## src/rtl/pixel_rx.sv

```systemverilog
// pixel_rx: decodes a WS2812-style single-wire stream back into 24-bit GRB pixels,
// flags malformed frames and reports the pixel count at each latch gap.
module pixel_rx #(
    parameter int THRESH_TICKS   = 9,
    parameter int MIN_HIGH_TICKS = 3,
    parameter int MAX_HIGH_TICKS = 20,
    parameter int RESET_TICKS    = 800,
    parameter int BITS           = 24,
    parameter int LEDS           = 8
) (
    input  logic       clk,
    input  logic       rst,
    input  logic       din,
    output logic       pixel_valid,
    output logic [7:0] g,
    output logic [7:0] r,
    output logic [7:0] b,
    output logic [4:0] pixel_index,
    output logic       frame_done,
    output logic       frame_error,
    output logic [4:0] pixel_count
);

    localparam int LOW_W = $clog2(RESET_TICKS + 1);
    localparam int BIT_W = $clog2(BITS + 1);

    localparam logic [7:0]       THRESH_C   = 8'(THRESH_TICKS);
    localparam logic [7:0]       MIN_HIGH_C = 8'(MIN_HIGH_TICKS);
    localparam logic [7:0]       MAX_HIGH_C = 8'(MAX_HIGH_TICKS);
    localparam logic [LOW_W-1:0] GAP_C      = LOW_W'(RESET_TICKS);
    localparam logic [BIT_W-1:0] LAST_BIT_C = BIT_W'(BITS - 1);
    localparam logic [4:0]       LEDS_C     = 5'(LEDS);

    localparam logic [2:0] S_SYNC  = 3'd0;
    localparam logic [2:0] S_IDLE  = 3'd1;
    localparam logic [2:0] S_HIGH  = 3'd2;
    localparam logic [2:0] S_LOW   = 3'd3;
    localparam logic [2:0] S_ERROR = 3'd4;

    logic             din_meta_q, din_s_q, din_dly_q;
    logic [7:0]       high_cnt_q, high_cnt_d;
    logic [LOW_W-1:0] low_cnt_q, low_cnt_d;
    logic [2:0]       state_q, state_d;
    logic [BITS-1:0]  shift_q, shift_d;
    logic [BIT_W-1:0] bit_cnt_q, bit_cnt_d;
    logic [4:0]       pix_cnt_q, pix_cnt_d;
    logic             err_q, err_d;
    logic             complete_q, complete_d;
    logic             pixel_valid_q, pixel_valid_d;
    logic [7:0]       g_q, g_d, r_q, r_d, b_q, b_d;
    logic [4:0]       pixel_index_q, pixel_index_d;
    logic             frame_done_q, frame_done_d;
    logic             frame_error_q, frame_error_d;
    logic [4:0]       pixel_count_q, pixel_count_d;

    logic rise, fall, gap, bad_width, end_frame;

    assign rise      = din_s_q & ~din_dly_q;
    assign fall      = ~din_s_q & din_dly_q;
    assign gap       = (low_cnt_q == GAP_C);
    assign bad_width = (high_cnt_q < MIN_HIGH_C) || (high_cnt_q > MAX_HIGH_C);

    always_comb begin
        high_cnt_d = high_cnt_q;
        if (rise)
            high_cnt_d = 8'd1;
        else if (din_s_q && high_cnt_q != 8'hFF)
            high_cnt_d = high_cnt_q + 8'd1;

        // Low count is meaningless while the line is high; clearing it keeps
        // a stale near-gap value from ever surviving a pulse.
        low_cnt_d = low_cnt_q;
        if (din_s_q)
            low_cnt_d = '0;
        else if (fall)
            low_cnt_d = LOW_W'(1);
        else if (low_cnt_q != GAP_C)
            low_cnt_d = low_cnt_q + LOW_W'(1);
    end

    // NOTE: every variable gets a default before the case so no latch is inferred.
    always_comb begin
        state_d       = state_q;
        shift_d       = shift_q;
        bit_cnt_d     = bit_cnt_q;
        pix_cnt_d     = pix_cnt_q;
        err_d         = err_q;
        complete_d    = 1'b0;
        pixel_valid_d = 1'b0;
        g_d           = g_q;
        r_d           = r_q;
        b_d           = b_q;
        pixel_index_d = pixel_index_q;
        frame_done_d  = 1'b0;
        frame_error_d = frame_error_q;
        pixel_count_d = pixel_count_q;
        end_frame     = 1'b0;

        // The last bit landed in shift_q on the previous edge; publish it now.
        if (complete_q) begin
            if (pix_cnt_q == LEDS_C) begin
                err_d = 1'b1;
            end else begin
                pixel_valid_d = 1'b1;
                g_d           = shift_q[23:16];
                r_d           = shift_q[15:8];
                b_d           = shift_q[7:0];
                pixel_index_d = pix_cnt_q;
                pix_cnt_d     = pix_cnt_q + 5'd1;
            end
        end

        case (state_q)
            S_SYNC: if (gap) state_d = S_IDLE;
            S_IDLE: if (rise) state_d = S_HIGH;
            S_HIGH: begin
                if (fall) begin
                    if (bad_width) begin
                        err_d   = 1'b1;
                        state_d = S_ERROR;
                    end else begin
                        shift_d = {shift_q[BITS-2:0], (high_cnt_q >= THRESH_C)};
                        state_d = S_LOW;
                        if (bit_cnt_q == LAST_BIT_C) begin
                            bit_cnt_d  = '0;
                            complete_d = 1'b1;
                        end else begin
                            bit_cnt_d = bit_cnt_q + BIT_W'(1);
                        end
                    end
                end else if (din_s_q && high_cnt_q > MAX_HIGH_C) begin
                    err_d   = 1'b1;
                    state_d = S_ERROR;
                end
            end
            S_LOW: begin
                if (rise)
                    state_d = S_HIGH;
                else if (gap)
                    end_frame = 1'b1;
            end
            S_ERROR: if (gap) end_frame = 1'b1;
            default: state_d = S_SYNC;
        endcase

        if (end_frame) begin
            frame_done_d  = 1'b1;
            frame_error_d = err_q | (bit_cnt_q != '0);
            pixel_count_d = pix_cnt_q;
            err_d         = 1'b0;
            bit_cnt_d     = '0;
            pix_cnt_d     = '0;
            shift_d       = '0;
            state_d       = S_IDLE;
        end
    end

    // NOTE: sequential state uses non-blocking assignments only.
    always_ff @(posedge clk) begin
        if (rst) begin
            din_meta_q    <= 1'b0;
            din_s_q       <= 1'b0;
            din_dly_q     <= 1'b0;
            high_cnt_q    <= '0;
            low_cnt_q     <= '0;
            state_q       <= S_SYNC;
            shift_q       <= '0;
            bit_cnt_q     <= '0;
            pix_cnt_q     <= '0;
            err_q         <= 1'b0;
            complete_q    <= 1'b0;
            pixel_valid_q <= 1'b0;
            g_q           <= '0;
            r_q           <= '0;
            b_q           <= '0;
            pixel_index_q <= '0;
            frame_done_q  <= 1'b0;
            frame_error_q <= 1'b0;
            pixel_count_q <= '0;
        end else begin
            din_meta_q    <= din;
            din_s_q       <= din_meta_q;
            din_dly_q     <= din_s_q;
            high_cnt_q    <= high_cnt_d;
            low_cnt_q     <= low_cnt_d;
            state_q       <= state_d;
            shift_q       <= shift_d;
            bit_cnt_q     <= bit_cnt_d;
            pix_cnt_q     <= pix_cnt_d;
            err_q         <= err_d;
            complete_q    <= complete_d;
            pixel_valid_q <= pixel_valid_d;
            g_q           <= g_d;
            r_q           <= r_d;
            b_q           <= b_d;
            pixel_index_q <= pixel_index_d;
            frame_done_q  <= frame_done_d;
            frame_error_q <= frame_error_d;
            pixel_count_q <= pixel_count_d;
        end
    end

    assign pixel_valid = pixel_valid_q;
    assign g           = g_q;
    assign r           = r_q;
    assign b           = b_q;
    assign pixel_index = pixel_index_q;
    assign frame_done  = frame_done_q;
    assign frame_error = frame_error_q;
    assign pixel_count = pixel_count_q;

endmodule

```

## config.mk

```make
export PLATFORM = sky130hd
export DESIGN_NAME = pixel_rx
export DESIGN_NICKNAME = d
export VERILOG_FILES = /design/src/rtl/pixel_rx.sv
export SDC_FILE = /design/constraint.sdc
export NUM_CORES = 1
export LEC_CHECK = 0
export BUFFER_PORTS_ARGS = -buffer_cell sky130_fd_sc_hd__buf_2
export CAP_MARGIN = 20
export CORE_ASPECT_RATIO = 1.75
export CORE_MARGIN = 5
export CORE_UTILIZATION = 50
export CTS_CLUSTER_SIZE = 25
export DETAILED_ROUTE_END_ITERATION = 8
export PLACE_DENSITY_LB_ADDON = 0.08
export SLEW_MARGIN = 30
export SYNTH_ARGS = -nofsm -noshare
export SYNTH_HDL_FRONTEND = slang
export SYNTH_SLANG_ARGS = --single-unit
```

## constraint.sdc

```tcl
create_clock -name clk -period 2.6 [get_ports clk]
set_clock_uncertainty 0.05 [all_clocks]
set_input_delay 0 -clock clk [delete_from_list [all_inputs] [get_ports clk]]
set_output_delay 0 -clock clk [all_outputs]
set_load 0.01 [all_outputs]
```

==> flow_summary.toml, run 1 <==
[power]
powerDensity_nw_per_um2 = 624
p_leak_nw = 1.65
vdd_drop_max_mv = 0.359

[status]
status = "finished clean"

[critical_path]
path_buf_inv = 1
worstPathMaxFanout = 10
cp_cell_sequence = "nor4bb_1 > nand4_1 > buf_4 > nor2_1 > and4b_1 > nor3_1"
arrival_ps = 2360
crit_slowest_cell = "nor2_1"
r2r_slack_ps = 400
required_ps = 2760
cpLargestDelayFamily = "simple AND/OR/NAND/NOR gates"
slowest_delay_ps = 570
critPathKind = "reg -> reg"
critPathLaunchType = "flop"
end_kind = "flop"

[finish]
layout_common_cells = "nand2_1 (118), dfxtp_1 (97), a21oi_1 (66)"
multi_input_area_um2 = 1810
final_layout_size_suffix_gt1_share_pct = 15.0
layoutNonFillerInstCount = 595
fin_nets = 515
antennaDiodeCount = 0
area_delta_synth_final_pct = 14.2
mostFrequentLayoutCell = "nand2_1"
seqCellArea_um2 = 1940
fill_cells = 723

[grt]
grt.total_usage_pct = 16.5
grt_overflow = 0
antenna_found_initial = 0
grtUsageMet2_pct = 29.8
grt_pass1_vias = 3044
grtUsageMet3_pct = 3.10
top_usage_layer = "met2"
grt_max_degree = 43
met1_usage_pct = 18.3
grt_first_pass_wirelength_um = 13400

[clock_network]
clock-root-buffer = "clkbuf_16"
clkTransAtPathRegs_ps = 60
clockBufferDepth = 2
numCtsBuffers = 9
h-tree-depth = 3
cts_tree = "yes"
postCtsSetupRepairBufs = 0
cts_sinks = 97
insertion_delay_ps = 340

[die]
die_x_um = 76.9
ioPinCount = 40
die_y_um = 127
core_um2 = 7620
rows = 42
initial_utilization_pct = 51.4
die_area_um2 = 9770

[detailed_routing]
avgViaCountPerCell = 5.25
dr.pass1.iters = 4
wl_um = 7660
antenna_left = 0
drt_iter0_drc = 192
dr_total_vias = 3124
wl_per_cell_um = 12.9
drc = 0

[sta]
hold_violations = 0
drv_slew = 0
tightest_slew_ps = 719
setup_viol = 0
fin_tns_setup_ps = 0
rsz0062_at_grt = "false"
fmax_ghz = 0.454
slew_headroom_pct = 51.9
fin_crit_ps = 2200
fin_crit_sh_pct = 84.7

[synth]
async_reset_ff_share_pct = 0
ys.flop_type = "dfxtp_1"
synth_top_area_cell = "dfxtp_1"
synth_seq_cells = 97
yosysWarningCount = 0
synth_edf_count = 0
synth_fp_nets = 477
synth_cells = 464
synth_top_area_share_pct = 49.6
synth_cell_type_count = 51
ys_seq_area_share_pct = 49.6
ys_top_cells_by_area = "dfxtp_1 (50%), nand2_1 (11%), a21oi_1 (8.4%)"
syn-cell-area_um2 = 3920
synth_area_per_cell_um2 = 8.44

[placed_design]
place_congestion = 0.918
place_hpwl_um = 5450
port_buffers = 39
placed_cells = 578

[min_path]
hold_class = "in -> reg"

[run]
cap_viol_max_count = 0
==> worst reg2reg max path, stage by stage (launching register included) <==
cell      delay [ps]
dfxtp_1          350
nor4bb_1         310
nand4_1          220
buf_4            230
nor2_1           570
and4b_1          300
nor3_1            40
==> power by group <==
group          total (mW)  internal [mW]  switching [mW]
Combinational      0.0575         0.0173          0.0402
Clock                1.24          0.697           0.540
Sequential           1.50           1.49         0.00642
==> stage by stage <==
stage	hold slack, ps	cell area (um2)	utilization, %	total power [mW]	setup slack, ps
2_1_floorplan	78.2	3920	-	1.57	707
3_3_place_gp	165	4170	54.8	1.59	262
3_5_place_dp	168	4180	54.9	1.59	166
4_1_cts	13.6	4470	58.7	2.83	151
5_1_grt	49.5	4470	58.7	2.90	222
6_report	6.67	4470	58.7	2.79	399
==> metal layers <==
layer | vias up | share of wire, % | routed length [um]
met2 | 40 | 53 | 4040
met4 | 0 | 1.9 | 143
met3 | 11 | 3.2 | 246
met5 | - | 0 | 0
met1 | 1432 | 42 | 3230
li1 | 1641 | - | -
==> cell families (layout without fill, tap and decap cells) <==
kind of cell / after synthesis / count (layout) / share of synthesized area (%)
simple gates: 209 / 209 / 25.0
flops: 97 / 97 / 49.6
fa+ha+maj: 10 / 10 / 3.19
mux: 6 / 6 / 1.57
compound gates: 92 / 92 / 13.4
xor+xnor: 13 / 13 / 2.91
buf+inv: 37 / 80 / 4.41
==> final timing paths <==
path,cells past startpoint,to,from
worst min-delay path,3,high_cnt_q[0],rst
worst max register to register,6,frame_error,low_cnt_q[8]
worst min register to register,1,din_s_q,din_meta_q
worst max-delay path,6,frame_error,low_cnt_q[8]
==> final cells by class <==
cell class / instances / share of cell area [%]
clock buffer: 11 / 5.65
clock inverter: 5 / 0.643
inverter: 15 / 1.26
multi-input combinational: 330 / 40.5
sequential: 97 / 43.4
tap: 88 / 2.46
timing repair buffer: 49 / 6.10
==> state kept, by name (all words and copies together) (netlist names), 3 cells and up <==
register     count
b                8
bit_cnt_q        5
g                8
high_cnt_q       8
low_cnt_q       10
pix_cnt_q        5
pixel_count      5
pixel_index      5
r                8
shift_q         24
state_q          3
==> synthesized netlist by cell type, types with 2 or more instances <==
| cell | number |
|---|---|
| buf_4 | 2 |
| and4_1 | 2 |
| nand2_1 | 118 |
| clkbuf_1 | 14 |
| mux2i_1 | 5 |
| nor3_1 | 8 |
| xor2_1 | 6 |
| nor2_1 | 37 |
| dfxtp_1 | 97 |
| a211oi_1 | 2 |
| nor4_1 | 2 |
| buf_2 | 3 |
| nand3_1 | 10 |
| inv_1 | 15 |
| a22oi_1 | 2 |
| nor2b_1 | 5 |
| or3_1 | 3 |
| nand4_1 | 5 |
| or4b_1 | 2 |
| nor4bb_1 | 2 |
| o21ai_0 | 7 |
| nand2b_1 | 3 |
| xnor2_1 | 7 |
| nor4b_1 | 2 |
| buf_6 | 3 |
| o21ai_2 | 2 |
| o2111ai_1 | 2 |
| ha_1 | 10 |
| a21oi_1 | 66 |
==> repair_timing <==
action	in CTS	in global routing
hold buffers	1	0
endpoints found under the hold margin	1	0
resized for setup	0	1
endpoints found under the setup margin	0	4
Power figures use the tool's default switching activity.
==> run 2: changes to the inputs <==
==> constraint.sdc (replaced) <==
create_clock -name clk -period 2.1 [get_ports clk]
set_clock_uncertainty 0.05 [all_clocks]
set_input_delay 0 -clock clk [delete_from_list [all_inputs] [get_ports clk]]
set_output_delay 0 -clock clk [all_outputs]
set_load 0.01 [all_outputs]
==> flow_summary.toml, run 2 (synthesized netlist as in run 1, its figures left out) <==
[status]
status = "finished clean"

[critical_path]
end_kind = "flop"
critPathKind = "reg -> reg"
critPathLaunchType = "flop"
worstPathMaxFanout = 7
arrival_ps = 2150
required_ps = 2320

[clock_network]
cts_sinks = 97
clkTransAtPathRegs_ps = 60
h-tree-depth = 3
clock-root-buffer = "clkbuf_16"
postCtsSetupRepairBufs = 0
cts_tree = "yes"
numCtsBuffers = 9
insertion_delay_ps = 340
clockBufferDepth = 2

[detailed_routing]
dr_total_vias = 3231
dr.pass1.iters = 4
drc = 0
avgViaCountPerCell = 5.36
drt_iter0_drc = 139
antenna_left = 0
wl_per_cell_um = 13.0
wl_um = 7810

[die]
initial_utilization_pct = 51.4
die_y_um = 127
core_um2 = 7620
ioPinCount = 40
die_x_um = 76.9
rows = 42
die_area_um2 = 9770

[finish]
final_util_pct = 60.1
final_cell_area_um2 = 4580
final_layout_size_suffix_gt1_share_pct = 16.3
layoutNonFillerInstCount = 603
antennaDiodeCount = 0
fill_cells = 735
largest_registers = "shift_q (24), low_cnt_q (10)"
layout_common_cells = "nand2_1 (118), dfxtp_1 (95), a21oi_1 (66)"
mostFrequentLayoutCell = "nand2_1"
fin_nets = 524
area_delta_synth_final_pct = 17.0
largest_reg_flops = 24
top_register = "shift_q"

[sta]
fin_crit_sh_pct = 91.9
rsz0062_at_grt = "false"
drv_slew = 0
hold_violations = 0
setup_viol = 0
slew_headroom_pct = 63.8
finalWorstSetupSlack_ps = 169
fin_crit_ps = 1930
fmax_ghz = 0.518
fin_tns_setup_ps = 0
tightest_slew_ps = 535

[min_path]
hold_class = "in -> reg"

[placed_design]
port_buffers = 39
placed_cells = 586
post_dp_cell_area_um2 = 4270
dp_slack_ps = 80.1
place_hpwl_um = 5560
place_congestion = 0.889

[power]
internal_power_mw = 2.73
comb_power_share_pct = 2.2
swShare_pct = 20.4
p_seq_share_pct = 54.0
p_leak_nw = 1.70
powerDensity_nw_per_um2 = 750
p_switching_uw = 702
vdd_drop_max_mv = 0.385
pwr-share-clk_pct = 43.8

[grt]
grt.total_usage_pct = 16.9
antenna_found_initial = 0
grt_max_degree = 43
grt_overflow = 0
grt_first_pass_wirelength_um = 13700
grt_pass1_vias = 3099

[run]
cap_viol_max_count = 0
-- run 2: through the flow --
stage / hold WS [ps] / total power [mW]
global placement: 174 / 1.97
floorplan: 78.2 / 1.95
global route: 412 / 3.58
CTS: 350 / 3.49
finish: 368 / 3.44
detailed placement: 177 / 1.97
-- run 2: critical path, cell delays in order, from the launching register on --
cell	delay, ps
dfxtp_2	380
ha_4	170
or4_4	120
nor3b_4	170
buf_4	160
nand4_4	130
or4b_1	530
a21oi_1	140
-- run 2: repair_timing --
action	in CTS	in global routing
gates resized for setup	0	5
hold buffers	2	0
endpoints found under the setup margin	0	4
hold endpoints to repair	3	0
-- run 2: final cells by class --
cell class                 count  area, um2  share of cell area [%]
clock inverter                 2       13.8                   0.300
multi-input combinational    330       1820                    39.7
sequential                    97       1940                    42.4
timing repair buffer          58        380                    8.30
clock buffer                  13        260                    5.68
tap                           88        110                    2.40
inverter                      15       56.3                    1.23
-- run 2: worst paths after layout --
path	from	slack [ps]	depth (start not counted)	to
setup / recovery	high_cnt_q[0]	170	7	bit_cnt_q[4]
hold / removal	din	370	3	din_meta_q
setup reg to reg	high_cnt_q[0]	170	7	bit_cnt_q[4]
hold reg to reg	din_meta_q	390	1	din_s_q
-- run 2: power by group through the flow --
stage / sequential, mW / combinational (mW) / clock [mW]
2_1_floorplan: 1.90 / 0.0514 / 0
3_3_place_gp: 1.90 / 0.0726 / 0
3_5_place_dp: 1.90 / 0.0735 / 0
4_1_cts: 1.86 / 0.0766 / 1.56
5_1_grt: 1.86 / 0.0862 / 1.63
6_report: 1.86 / 0.0753 / 1.50
-- run 2: layer usage --
metal | up-vias | part of all wire (%) | track usage (%)
met1 | 1508 | 41 | 19.1
met4 | 0 | 2.8 | 9.47
met5 | - | 0 | 0
met2 | 47 | 52 | 29.5
li1 | 1662 | - | -
met3 | 14 | 3.5 | 2.89
==> run 3: changes to the inputs <==
--- a/config.mk
+++ b/config.mk
@@ -9,7 +9,7 @@
 export CAP_MARGIN = 20
 export CORE_ASPECT_RATIO = 1.75
 export CORE_MARGIN = 5
-export CORE_UTILIZATION = 50
+export CORE_UTILIZATION = 40
 export CTS_CLUSTER_SIZE = 25
 export DETAILED_ROUTE_END_ITERATION = 8
 export PLACE_DENSITY_LB_ADDON = 0.08
==> flow_summary.toml, run 3 (synthesized netlist as in run 1, its figures left out) <==
[status]
status = "finished clean"

[detailed_routing]
drt_iter0_drc = 74
wl_met3_um = 311
wl_met2_um = 4470
wl_per_cell_um = 13.1
dr_total_vias = 3185
drc = 0
avgViaCountPerCell = 5.00
wl_met1_um = 3440
top_layer = "met4"
antenna_left = 0
wl_um = 8340
dr.pass1.iters = 6

[finish]
final_layout_size_suffix_gt1_share_pct = 16.5
mostFrequentLayoutCell = "nand2_1"
antennaDiodeCount = 0
top_register = "shift_q"
largest_registers = "shift_q (24), low_cnt_q (10)"
layout_common_cells = "nand2_1 (118), dfxtp_1 (95), a21oi_1 (66)"
area_delta_synth_final_pct = 19.6
largest_reg_flops = 24
fin_nets = 523

[clock_network]
cts_tree = "yes"
clockBufferDepth = 2
insertion_delay_ps = 340
cts_sinks = 97
h-tree-depth = 3
postCtsSetupRepairBufs = 0
clkTransAtPathRegs_ps = 60
numCtsBuffers = 9
clock-root-buffer = "clkbuf_16"

[die]
die_y_um = 141
rows = 47
ioPinCount = 40
initial_utilization_pct = 41.1
core_um2 = 9530
die_x_um = 84.8
die_area_um2 = 12000

[grt]
grt_pass1_vias = 3123
antenna_found_initial = 0
grt_first_pass_wirelength_um = 14600
grt.total_usage_pct = 14.9
grt_overflow = 0
grt_max_degree = 32

[power]
p_leak_nw = 1.72
powerDensity_nw_per_um2 = 790
vdd_drop_max_mv = 0.493

[critical_path]
worstPathMaxFanout = 7
critPathKind = "reg -> reg"
critPathLaunchType = "flop"
required_ps = 2320
arrival_ps = 2150
end_kind = "flop"
r2r_slack_ps = 170

[sta]
fin_tns_setup_ps = 0
fin_crit_sh_pct = 91.9
setup_viol = 0
hold_violations = 0
slew_headroom_pct = 57.5
tightest_slew_ps = 629
drv_slew = 0
finalWorstSetupSlack_ps = 170
rsz0062_at_grt = "false"
fmax_ghz = 0.518
fin_crit_ps = 1930

[run]
cap_viol_max_count = 0

[placed_design]
place_hpwl_um = 5900
dp_slack_ps = 51.8
port_buffers = 39
place_congestion = 0.841

[min_path]
hold_class = "reg -> reg"
==> run 3: worst max-delay path, cell delays in order, from the launching register on <==
cell and delay [ps]:
dfxtp_2 380, ha_4 170, or4_4 120, nor3b_4 300, nand4_4 170, or4b_1 530
a21oi_1 140
==> run 3: per-layer routing <==
| metal | vias up | track usage [%] |
|---|---|---|
| li1 | 1653 | - |
| met1 | 1476 | 16.5 |
| met2 | 45 | 27.3 |
| met3 | 11 | 3.74 |
| met4 | 0 | 5.09 |
| met5 | - | 0 |
==> run 3: power breakdown <==
part / internal (mW) / switching [mW] / total (mW)
combinational: 0.0249 / 0.0520 / 0.0769
clock: 1.08 / 0.691 / 1.77
sequential: 1.85 / 0.0102 / 1.86
total: 2.95 / 0.753 / 3.70
==> run 3: layout make-up <==
class | count | area (um2)
multi-input cells | 330 | 1820
clock inverters | 6 | 88.8
clock buffers | 10 | 239
inverters | 15 | 56.3
well taps | 122 | 153
fillers | 959 | 4840
repair buffers | 57 | 388
flip-flops and latches | 97 | 1940
==> run 3: repair_timing <==
action                     in CTS  in global routing
resized for setup               0                  4
hold endpoints to repair       11                  0
hold buffers                    3                  0
setup endpoints to repair       0                  3
==> run 3: worst paths after layout <==
kind	start	cells after the start	to
worst max-delay path	high_cnt_q[0]	6	bit_cnt_q[4]
worst min-delay path	din_meta_q	1	din_s_q
worst max register to register	high_cnt_q[0]	6	bit_cnt_q[4]
worst min register to register	din_meta_q	1	din_s_q
==> run 3: through the flow <==
step	power, mW	cells	util (%)	instance area (um2)	hold slack, ps
5_1_grt	3.85	637	49.2	4690	416
3_5_place_dp	1.97	618	45.3	4310	169
3_3_place_gp	1.97	618	45.3	4310	165
6_report	3.70	637	49.2	4690	387
2_1_floorplan	1.95	464	-	3920	78.2
4_1_cts	3.76	637	49.0	4670	390
